==> src/rtl/md_unit_pkg.sv <==
// rtl/md_unit_pkg.sv - op and state encodings shared by the HI/LO multiply/divide unit
package md_unit_pkg;

  typedef enum logic [3:0] {
    OP_NONE  = 4'd0,
    OP_MULT  = 4'd1,
    OP_MULTU = 4'd2,
    OP_DIV   = 4'd3,
    OP_DIVU  = 4'd4,
    OP_MTHI  = 4'd5,
    OP_MTLO  = 4'd6,
    OP_MFHI  = 4'd7,
    OP_MFLO  = 4'd8
  } md_op_t;

  typedef enum logic [2:0] {
    ST_IDLE = 3'd0,
    ST_MUL  = 3'd1,
    ST_DIV  = 3'd2,
    ST_FIX  = 3'd3,
    ST_DONE = 3'd4
  } md_state_t;

  // Ops that finish in the issue cycle without leaving IDLE.
  function automatic logic is_move_op(input md_op_t op);
    return (op == OP_MTHI) || (op == OP_MTLO) || (op == OP_MFHI) || (op == OP_MFLO);
  endfunction

endpackage

==> src/rtl/md_div_iter.sv <==
// rtl/md_div_iter.sv - restoring divider, one quotient bit per cycle, with sign fix-up
import md_unit_pkg::*;

module md_div_iter #(
  parameter int WIDTH = 32
) (
  input  logic             clk,
  input  logic             reset,
  input  logic             abort_i,
  input  logic             start_i,
  input  logic             signed_i,
  input  logic [WIDTH-1:0] dividend_i,
  input  logic [WIDTH-1:0] divisor_i,
  output logic             done_o,
  output logic [WIDTH-1:0] quotient_o,
  output logic [WIDTH-1:0] remainder_o
);

  localparam int CW = $clog2(WIDTH);

  logic             run_q;
  logic [CW-1:0]    cnt_q;
  logic [WIDTH-1:0] rem_q, quo_q, dsr_q, raw_q;
  logic             neg_quo_q, neg_rem_q, zero_q;

  logic [WIDTH-1:0] dvd_abs, dsr_abs;
  logic [WIDTH:0]   trial;
  logic [WIDTH-1:0] rem_d, quo_d;

  // Operand magnitudes at start, and one restoring step on the running state.
  always_comb begin
    dvd_abs = (signed_i && dividend_i[WIDTH-1]) ? -dividend_i : dividend_i;
    dsr_abs = (signed_i && divisor_i[WIDTH-1])  ? -divisor_i  : divisor_i;
    trial   = {rem_q, quo_q[WIDTH-1]} - {1'b0, dsr_q};
    if (!trial[WIDTH]) begin
      rem_d = trial[WIDTH-1:0];
      quo_d = {quo_q[WIDTH-2:0], 1'b1};
    end else begin
      rem_d = {rem_q[WIDTH-2:0], quo_q[WIDTH-1]};
      quo_d = {quo_q[WIDTH-2:0], 1'b0};
    end
  end

  // Iteration state: load on start, shift one bit per cycle until the count runs out.
  always_ff @(posedge clk) begin
    if (reset) begin
      run_q     <= 1'b0;
      cnt_q     <= '0;
      rem_q     <= '0;
      quo_q     <= '0;
      dsr_q     <= '0;
      raw_q     <= '0;
      neg_quo_q <= 1'b0;
      neg_rem_q <= 1'b0;
      zero_q    <= 1'b0;
    end else if (abort_i) begin
      run_q <= 1'b0;
      cnt_q <= '0;
    end else if (start_i) begin
      run_q     <= 1'b1;
      cnt_q     <= CW'(WIDTH - 1);
      rem_q     <= '0;
      quo_q     <= dvd_abs;
      dsr_q     <= dsr_abs;
      raw_q     <= dividend_i;
      zero_q    <= (divisor_i == '0);
      neg_quo_q <= signed_i && (dividend_i[WIDTH-1] ^ divisor_i[WIDTH-1]);
      neg_rem_q <= signed_i && dividend_i[WIDTH-1];
    end else if (run_q) begin
      rem_q <= rem_d;
      quo_q <= quo_d;
      if (cnt_q == '0) run_q <= 1'b0;
      else             cnt_q <= cnt_q - 1'b1;
    end
  end

  // Final iteration flag and sign-corrected results; divide by zero returns all ones / raw dividend.
  always_comb begin
    done_o      = run_q && (cnt_q == '0);
    quotient_o  = zero_q ? '1    : (neg_quo_q ? -quo_q : quo_q);
    remainder_o = zero_q ? raw_q : (neg_rem_q ? -rem_q : rem_q);
  end

endmodule

==> src/rtl/md_unit.sv <==
// rtl/md_unit.sv - HI/LO multiply/divide unit; MD_EARLY_OUT_EN enables trivial-operand early completion
import md_unit_pkg::*;

module md_unit #(
  parameter int WIDTH   = 32,
  parameter int MUL_LAT = 2
) (
  input  logic             clk,
  input  logic             reset,
  input  logic             req_valid,
  input  logic [3:0]       req_op,
  input  logic [WIDTH-1:0] src1,
  input  logic [WIDTH-1:0] src2,
  input  logic             req_ack,
  input  logic             wr_disable,
  input  logic             flush,
  output logic             result_valid,
  output logic [WIDTH-1:0] result,
  output logic             busy,
  output logic [WIDTH-1:0] hi,
  output logic [WIDTH-1:0] lo
);

  localparam int MCW = $clog2(MUL_LAT) + 1;

  md_op_t           op;
  md_state_t        state_q;
  logic [MCW-1:0]   mcnt_q;
  logic [WIDTH-1:0] hi_q, lo_q, opa_q, opb_q;
  logic             mul_sgn_q;

  logic               idle_req, mul_early, div_early, div_start, div_last;
  logic [2*WIDTH-1:0] mul_a_ext, mul_b_ext, product;
  logic [WIDTH-1:0]   div_quo, div_rem;

  assign op = md_op_t'(req_op);

`ifdef MD_EARLY_OUT_EN
  logic [WIDTH-1:0] mag1, mag2;
`endif

  // Issue decode, early-out detection and the multiplier datapath.
  always_comb begin
    idle_req  = (state_q == ST_IDLE) && req_valid && !flush;
    mul_early = 1'b0;
    div_early = 1'b0;
`ifdef MD_EARLY_OUT_EN
    mag1      = (op == OP_DIV && src1[WIDTH-1]) ? -src1 : src1;
    mag2      = (op == OP_DIV && src2[WIDTH-1]) ? -src2 : src2;
    mul_early = (src1 == '0) || (src2 == '0);
    div_early = (src2 != '0) && (mag1 < mag2);
`endif
    div_start = idle_req && ((op == OP_DIV) || (op == OP_DIVU)) && !div_early;
    mul_a_ext = {{WIDTH{mul_sgn_q & opa_q[WIDTH-1]}}, opa_q};
    mul_b_ext = {{WIDTH{mul_sgn_q & opb_q[WIDTH-1]}}, opb_q};
    product   = mul_a_ext * mul_b_ext;
  end

  md_div_iter #(.WIDTH(WIDTH)) u_div (
    .clk         (clk),
    .reset       (reset),
    .abort_i     (flush),
    .start_i     (div_start),
    .signed_i    (op == OP_DIV),
    .dividend_i  (src1),
    .divisor_i   (src2),
    .done_o      (div_last),
    .quotient_o  (div_quo),
    .remainder_o (div_rem)
  );

  // Control FSM and HI/LO registers; flush wins over any write or completion.
  always_ff @(posedge clk) begin
    if (reset) begin
      state_q   <= ST_IDLE;
      mcnt_q    <= '0;
      hi_q      <= '0;
      lo_q      <= '0;
      opa_q     <= '0;
      opb_q     <= '0;
      mul_sgn_q <= 1'b0;
    end else if (flush) begin
      state_q <= ST_IDLE;
      mcnt_q  <= '0;
    end else begin
      case (state_q)
        ST_IDLE: begin
          if (req_valid) begin
            case (op)
              OP_MTHI: if (!wr_disable) hi_q <= src1;
              OP_MTLO: if (!wr_disable) lo_q <= src1;
              OP_MULT, OP_MULTU: begin
                if (mul_early) begin
                  if (!wr_disable) begin
                    hi_q <= '0;
                    lo_q <= '0;
                  end
                  state_q <= ST_DONE;
                end else begin
                  opa_q     <= src1;
                  opb_q     <= src2;
                  mul_sgn_q <= (op == OP_MULT);
                  mcnt_q    <= MCW'(MUL_LAT - 1);
                  state_q   <= ST_MUL;
                end
              end
              OP_DIV, OP_DIVU: begin
                if (div_early) begin
                  if (!wr_disable) begin
                    hi_q <= src1;
                    lo_q <= '0;
                  end
                  state_q <= ST_DONE;
                end else begin
                  state_q <= ST_DIV;
                end
              end
              default: ;
            endcase
          end
        end
        ST_MUL: begin
          if (mcnt_q == '0) begin
            if (!wr_disable) begin
              hi_q <= product[2*WIDTH-1:WIDTH];
              lo_q <= product[WIDTH-1:0];
            end
            state_q <= ST_DONE;
          end else begin
            mcnt_q <= mcnt_q - 1'b1;
          end
        end
        ST_DIV: if (div_last) state_q <= ST_FIX;
        ST_FIX: begin
          if (!wr_disable) begin
            hi_q <= div_rem;
            lo_q <= div_quo;
          end
          state_q <= ST_DONE;
        end
        ST_DONE: if (req_ack) state_q <= ST_IDLE;
        default: state_q <= ST_IDLE;
      endcase
    end
  end

  // Completion and move-from data; moves answer combinationally in the issue cycle.
  always_comb begin
    result_valid = (state_q == ST_DONE) || (idle_req && is_move_op(op));
    result       = '0;
    if (idle_req && op == OP_MFHI) result = hi_q;
    if (idle_req && op == OP_MFLO) result = lo_q;
    busy = (state_q != ST_IDLE);
    hi   = hi_q;
    lo   = lo_q;
  end

endmodule

==> config.mk <==
export PLATFORM = sky130hd
export DESIGN_NAME = md_unit
export DESIGN_NICKNAME = d
export VERILOG_FILES = /design/src/rtl/md_unit_pkg.sv /design/src/rtl/md_div_iter.sv /design/src/rtl/md_unit.sv
export SDC_FILE = /design/constraint.sdc
export NUM_CORES = 2
export LEC_CHECK = 0
export CORE_MARGIN = 2
export CORE_UTILIZATION = 50
export CTS_CLUSTER_DIAMETER = 60
export CTS_CLUSTER_SIZE = 30
export DETAILED_ROUTE_END_ITERATION = 16
export PLACE_DENSITY = 0.67
export SYNTH_ARGS = -nofsm -noshare
export SYNTH_HDL_FRONTEND = slang
export SYNTH_SLANG_ARGS = --single-unit
==> constraint.sdc <==
create_clock -name clk -period 19 [get_ports clk]
set_input_delay 4.75 -clock clk [delete_from_list [all_inputs] [get_ports clk]]
set_output_delay 4.75 -clock clk [all_outputs]
set_load 0.02 [all_outputs]
==> metrics list <==
* Result of the run: finished, final reports clean
- Area contributors post-synth: sky130_fd_sc_hd__fa_1, sky130_fd_sc_hd__dfxtp_1, sky130_fd_sc_hd__inv_1, sky130_fd_sc_hd__nand2_1, sky130_fd_sc_hd__ha_1
- The root buffer cell chosen for the clock tree is sky130_fd_sc_hd__clkbuf_16.
- Across the run, the number of max-cap violations was 0.
- Synthesis-to-finish area growth: 7.130%
- In this run the static leakage power is 26.30 nW.
* Clk sinks: about 270
* Peak clock frequency supported by timing: about 0.084 GHz
- Netlist cell types: 79
* Critical path's top delay family: buffers and inverters
- Fraction of synthesized area in multiplexers: less than 1%
- Share of the yosys chip area belonging to registers: 10.08%
- In this run the post-CTS setup repair buffer count came out at 0.
- Ordered list of cells on the worst path: clkdlybuf4s50_1, nand2_1, or2_2, nor3_2, buf_4, a22o_1, clkdlybuf4s50_1
- Share of cells above drive strength 1: approximately 3.3%
- Post-detailed-routing wire length: roughly 160000 um
* Wire length per cell after detailed routing: 20.71 um
- Top flip-flop cell by instance count after synthesis: sky130_fd_sc_hd__dfxtp_1
* Vias per cell: roughly 5.6
* Synth Instances: roughly 6300
- The floorplan step defined a die boundary enclosing around 110000 um2.
- Clock tree from TritonCTS: built
* Length of the first detailed-routing pass in iterations: 9
- Global routing finished with a remaining overflow of 0.
* Count of buffers from port buffering: roughly 170
- DRC errors left: 0
- Classification of the worst setup path: in -> out
- Maximum vdd ir drop: between 50 and 60 uV
- The worst register-to-register path begins at opb_q[4]$_SDFFE_PP0P_.
* Kind of launch point of the worst setup path: primary input
* Final worst slack: 7.115 ns
- Count of endpoints failing hold in the final timing report: 0
- Peak fanout along the critical path: 32
- The critical path contains buffers and inverters numbering 3 combined.
- Tightest Pin Transition: about 1.1 ns
- Detail Route Antenna Nets: 0
- Clock-pin slew was measured on the worst setup and hold paths at approximately 0.08 ns.
* Dpl hpwl: around 130000 um
* Post-synthesis compound-gate area fraction: 10.26%
- Final Cycle Share: 62.55%
- 172 I/O pins were placed.
* Routed vias: roughly 43000
* Arrival time at the worst endpoint: slightly above 7 ns
- Counting flops with an async set or reset pin after synthesis yields a share of 0%.
- At the worst endpoint, the required time is ~14 ns.
- TritonCTS created 29 clock buffers.
- Setup repair after global routing missed its margin: false
* Largest net degree at the start of global routing: 96
* Die span in x: ~330 um
* Critical path launch point: req_valid
- The most numerous cell type found on the critical path is sky130_fd_sc_hd__clkdlybuf4s50_1.
* Kind of end point of the critical path: output port
- Site row count: between 100 and 150
- Total number of yosys warnings: 0
- Clock Path Buffers: 3
- Xor/xnor cell area share of the yosys netlist: under 10%
- The first routing iteration left 3516 violations.
- Class of the most critical hold timing path: reg -> reg
- Post-Synth Adder-Cell Area: 47.70%
- The tightest hold path in the finished design has a slack of approximately 0.45 ns.
- Power per cell area: between 20 and 30 nW/um2
- At the placement stage, the worst setup path has a slack of around 7 ns.
- Initial core utilization: between 50% and 60%
- Power comes to roughly 1.4 mW.
* Synth Area in Simple Gates: around 17%
* Core region area: ~110000 um2
- Wire length of the first global-routing pass: 254300 um
* Height of the die: around 330 um
* Initial antenna violation count: 9
* Largest incremental delay on the critical path: between 0.6 and 0.7 ns
* Final Setup Violations: 0
* Remaining max-slew budget at the tightest pin: between 20% and 30%
- At the later pin of the worst-skew pair, clock insertion delay measures 0.60 ns.
- After clock tree synthesis, the flow added hold-fix buffers numbering 0.
* Setup TNS: 0 ns
* Nets: 7678
* Tmin final: between 10 and 15 ns
- Synth top area share: between 40% and 50%
* Global-route total usage across every layer: 29.21%
- Leaving out fill and tap cells, the most frequent cells in the layout are sky130_fd_sc_hd__inv_1, sky130_fd_sc_hd__nand2_1, sky130_fd_sc_hd__fa_1.
* Main combinational cell family by area after synthesis: adder cells
* Number of slew-limit violations in the final report: 0
* Worst path slowest cell: sky130_fd_sc_hd__clkdlybuf4s50_1
* Final Wtd Congestion: about 0.95
- After clock tree synthesis, the repair step resized 0 gates.
- Counting flops with a built-in enable in the synthesized netlist gives 0.
- Setup skew after layout: around 0.018 ns
* Top cell type by total area after synthesis: sky130_fd_sc_hd__fa_1
* Total standard cell area after synthesis: roughly 54000 um2
* Number of global-route vias before repair: approximately 44000
- Number of synthesized register bits: roughly 270
- Leaving out fill and tap cells, the most frequent cell in the layout is sky130_fd_sc_hd__inv_1.
- Number of H-tree levels: 1
- The worst hold path begins at u_div.dsr_q[31]$_SDFFE_PP0P_.
- In this run the mean area of a mapped cell was around 8.5 um2.
- When the netlist entered floorplanning its net count stood at 7780.
-- cell type report --
cell class,instances,area [um2]
antenna,1,2.502
clock buffer,29,725.7
clock inverter,25,364.1
fill,9913,49220
inverter,1192,4474
multi-input combinational,4464,42480
sequential,271,5429
tap,1403,1755
timing repair buffer,269,2449
-- per-stage QoR --
| stage | utilization [%] | std cells | instance area [um2] |
|---|---|---|---|
| global route | 53.96 | 7654 | 57680 |
| floorplan | - | 6329 | 53840 |
| global placement | 52.93 | 7599 | 56590 |
| finish | 53.96 | 7654 | 57680 |
| detailed placement | 52.93 | 7599 | 56590 |
| CTS | 53.95 | 7653 | 57680 |
-- cells in the mapped netlist (20+ instances only) --
library cell                  n
sky130_fd_sc_hd__inv_1     1191
sky130_fd_sc_hd__nand2_1   1156
sky130_fd_sc_hd__fa_1      1126
sky130_fd_sc_hd__clkbuf_1   390
sky130_fd_sc_hd__and2_1     352
sky130_fd_sc_hd__a21oi_1    275
sky130_fd_sc_hd__dfxtp_1    271
sky130_fd_sc_hd__ha_1       251
sky130_fd_sc_hd__nor2_1     220
sky130_fd_sc_hd__o21ai_0    182
sky130_fd_sc_hd__xnor2_1    137
sky130_fd_sc_hd__xor2_1      80
sky130_fd_sc_hd__a21o_1      47
sky130_fd_sc_hd__a311oi_1    47
sky130_fd_sc_hd__a211oi_1    41
sky130_fd_sc_hd__o211ai_1    41
sky130_fd_sc_hd__nand3_1     39
sky130_fd_sc_hd__nor3_1      38
sky130_fd_sc_hd__and3_1      37
sky130_fd_sc_hd__a22o_1      34
sky130_fd_sc_hd__mux2i_1     34
sky130_fd_sc_hd__o31ai_1     30
sky130_fd_sc_hd__a31oi_1     23
sky130_fd_sc_hd__nand2b_1    20
sky130_fd_sc_hd__nor2b_1     20
-- per-layer routing --
metal	vias up	wire [um]	GRT usage, %
li1	19170	-	-
met1	22030	64390	38.99
met2	1667	76550	49.10
met3	335	11120	3.637
met4	2	6438	10.22
met5	-	8	0
-- sequential cells by signal, indices dropped and copies added (netlist names), 5 cells and up --
| signal | flops |
|---|---|
| u_div.raw_q | 32 |
| u_div.rem_q | 32 |
| hi | 32 |
| opa_q | 32 |
| opb_q | 32 |
| u_div.quo_q | 32 |
| u_div.dsr_q | 32 |
| lo | 32 |
| u_div.cnt_q | 5 |
-- power breakdown --
group | switching (mW) | internal, mW
sequential | 0.00964 | 0.575
clock | 0.324 | 0.326
combinational | 0.137 | 0.0786
-- worst reg2reg max path, cell delays in order (launching register included) --
cell and delay [ns]:
sky130_fd_sc_hd__dfxtp_1 0.83, sky130_fd_sc_hd__buf_4 0.40, sky130_fd_sc_hd__and3_1 0.28, sky130_fd_sc_hd__fa_1 0.48, sky130_fd_sc_hd__fa_1 0.51, sky130_fd_sc_hd__fa_1 0.68
sky130_fd_sc_hd__inv_1 0.33, sky130_fd_sc_hd__fa_1 0.57, sky130_fd_sc_hd__inv_1 0.05, sky130_fd_sc_hd__fa_1 0.48, sky130_fd_sc_hd__fa_1 0.50, sky130_fd_sc_hd__fa_1 0.48
sky130_fd_sc_hd__inv_1 0.04, sky130_fd_sc_hd__fa_1 0.49, sky130_fd_sc_hd__inv_1 0.05, sky130_fd_sc_hd__ha_1 0.38, sky130_fd_sc_hd__a21o_1 0.21, sky130_fd_sc_hd__a21o_1 0.19
sky130_fd_sc_hd__a2111oi_0 0.48, sky130_fd_sc_hd__o31ai_1 0.18, sky130_fd_sc_hd__a31oi_1 0.24, sky130_fd_sc_hd__a21oi_1 0.10, sky130_fd_sc_hd__or3_1 0.37, sky130_fd_sc_hd__and2_1 0.27
sky130_fd_sc_hd__a221oi_2 0.29, sky130_fd_sc_hd__xor2_1 0.17, sky130_fd_sc_hd__o22ai_1 0.10
-- final timing paths --
kind                             endpoint  slack [ns]  cells after the start
min reg2reg  u_div.dsr_q[31]$_SDFFE_PP0P_        0.45                      2
max reg2reg           hi[30]$_SDFFE_PP0P_        9.72                     26
min          u_div.dsr_q[31]$_SDFFE_PP0P_        0.45                      2
max                            result[16]        7.12                      7
-- cells by family (layout without fill, tap and decap cells) --
group                      count (synthesis)  after routing
buffers and inverters                   1594           1515
xor gates and xnor gates                 217            217
other                                      0              1
DFF                                      271            271
muxes                                     34             34
adders and majority gates               1377           1377
and+or+nand+nor                         1977           1977
AOI/OAI and AO/OA                        859            859
(Power assumes the default switching activity.)
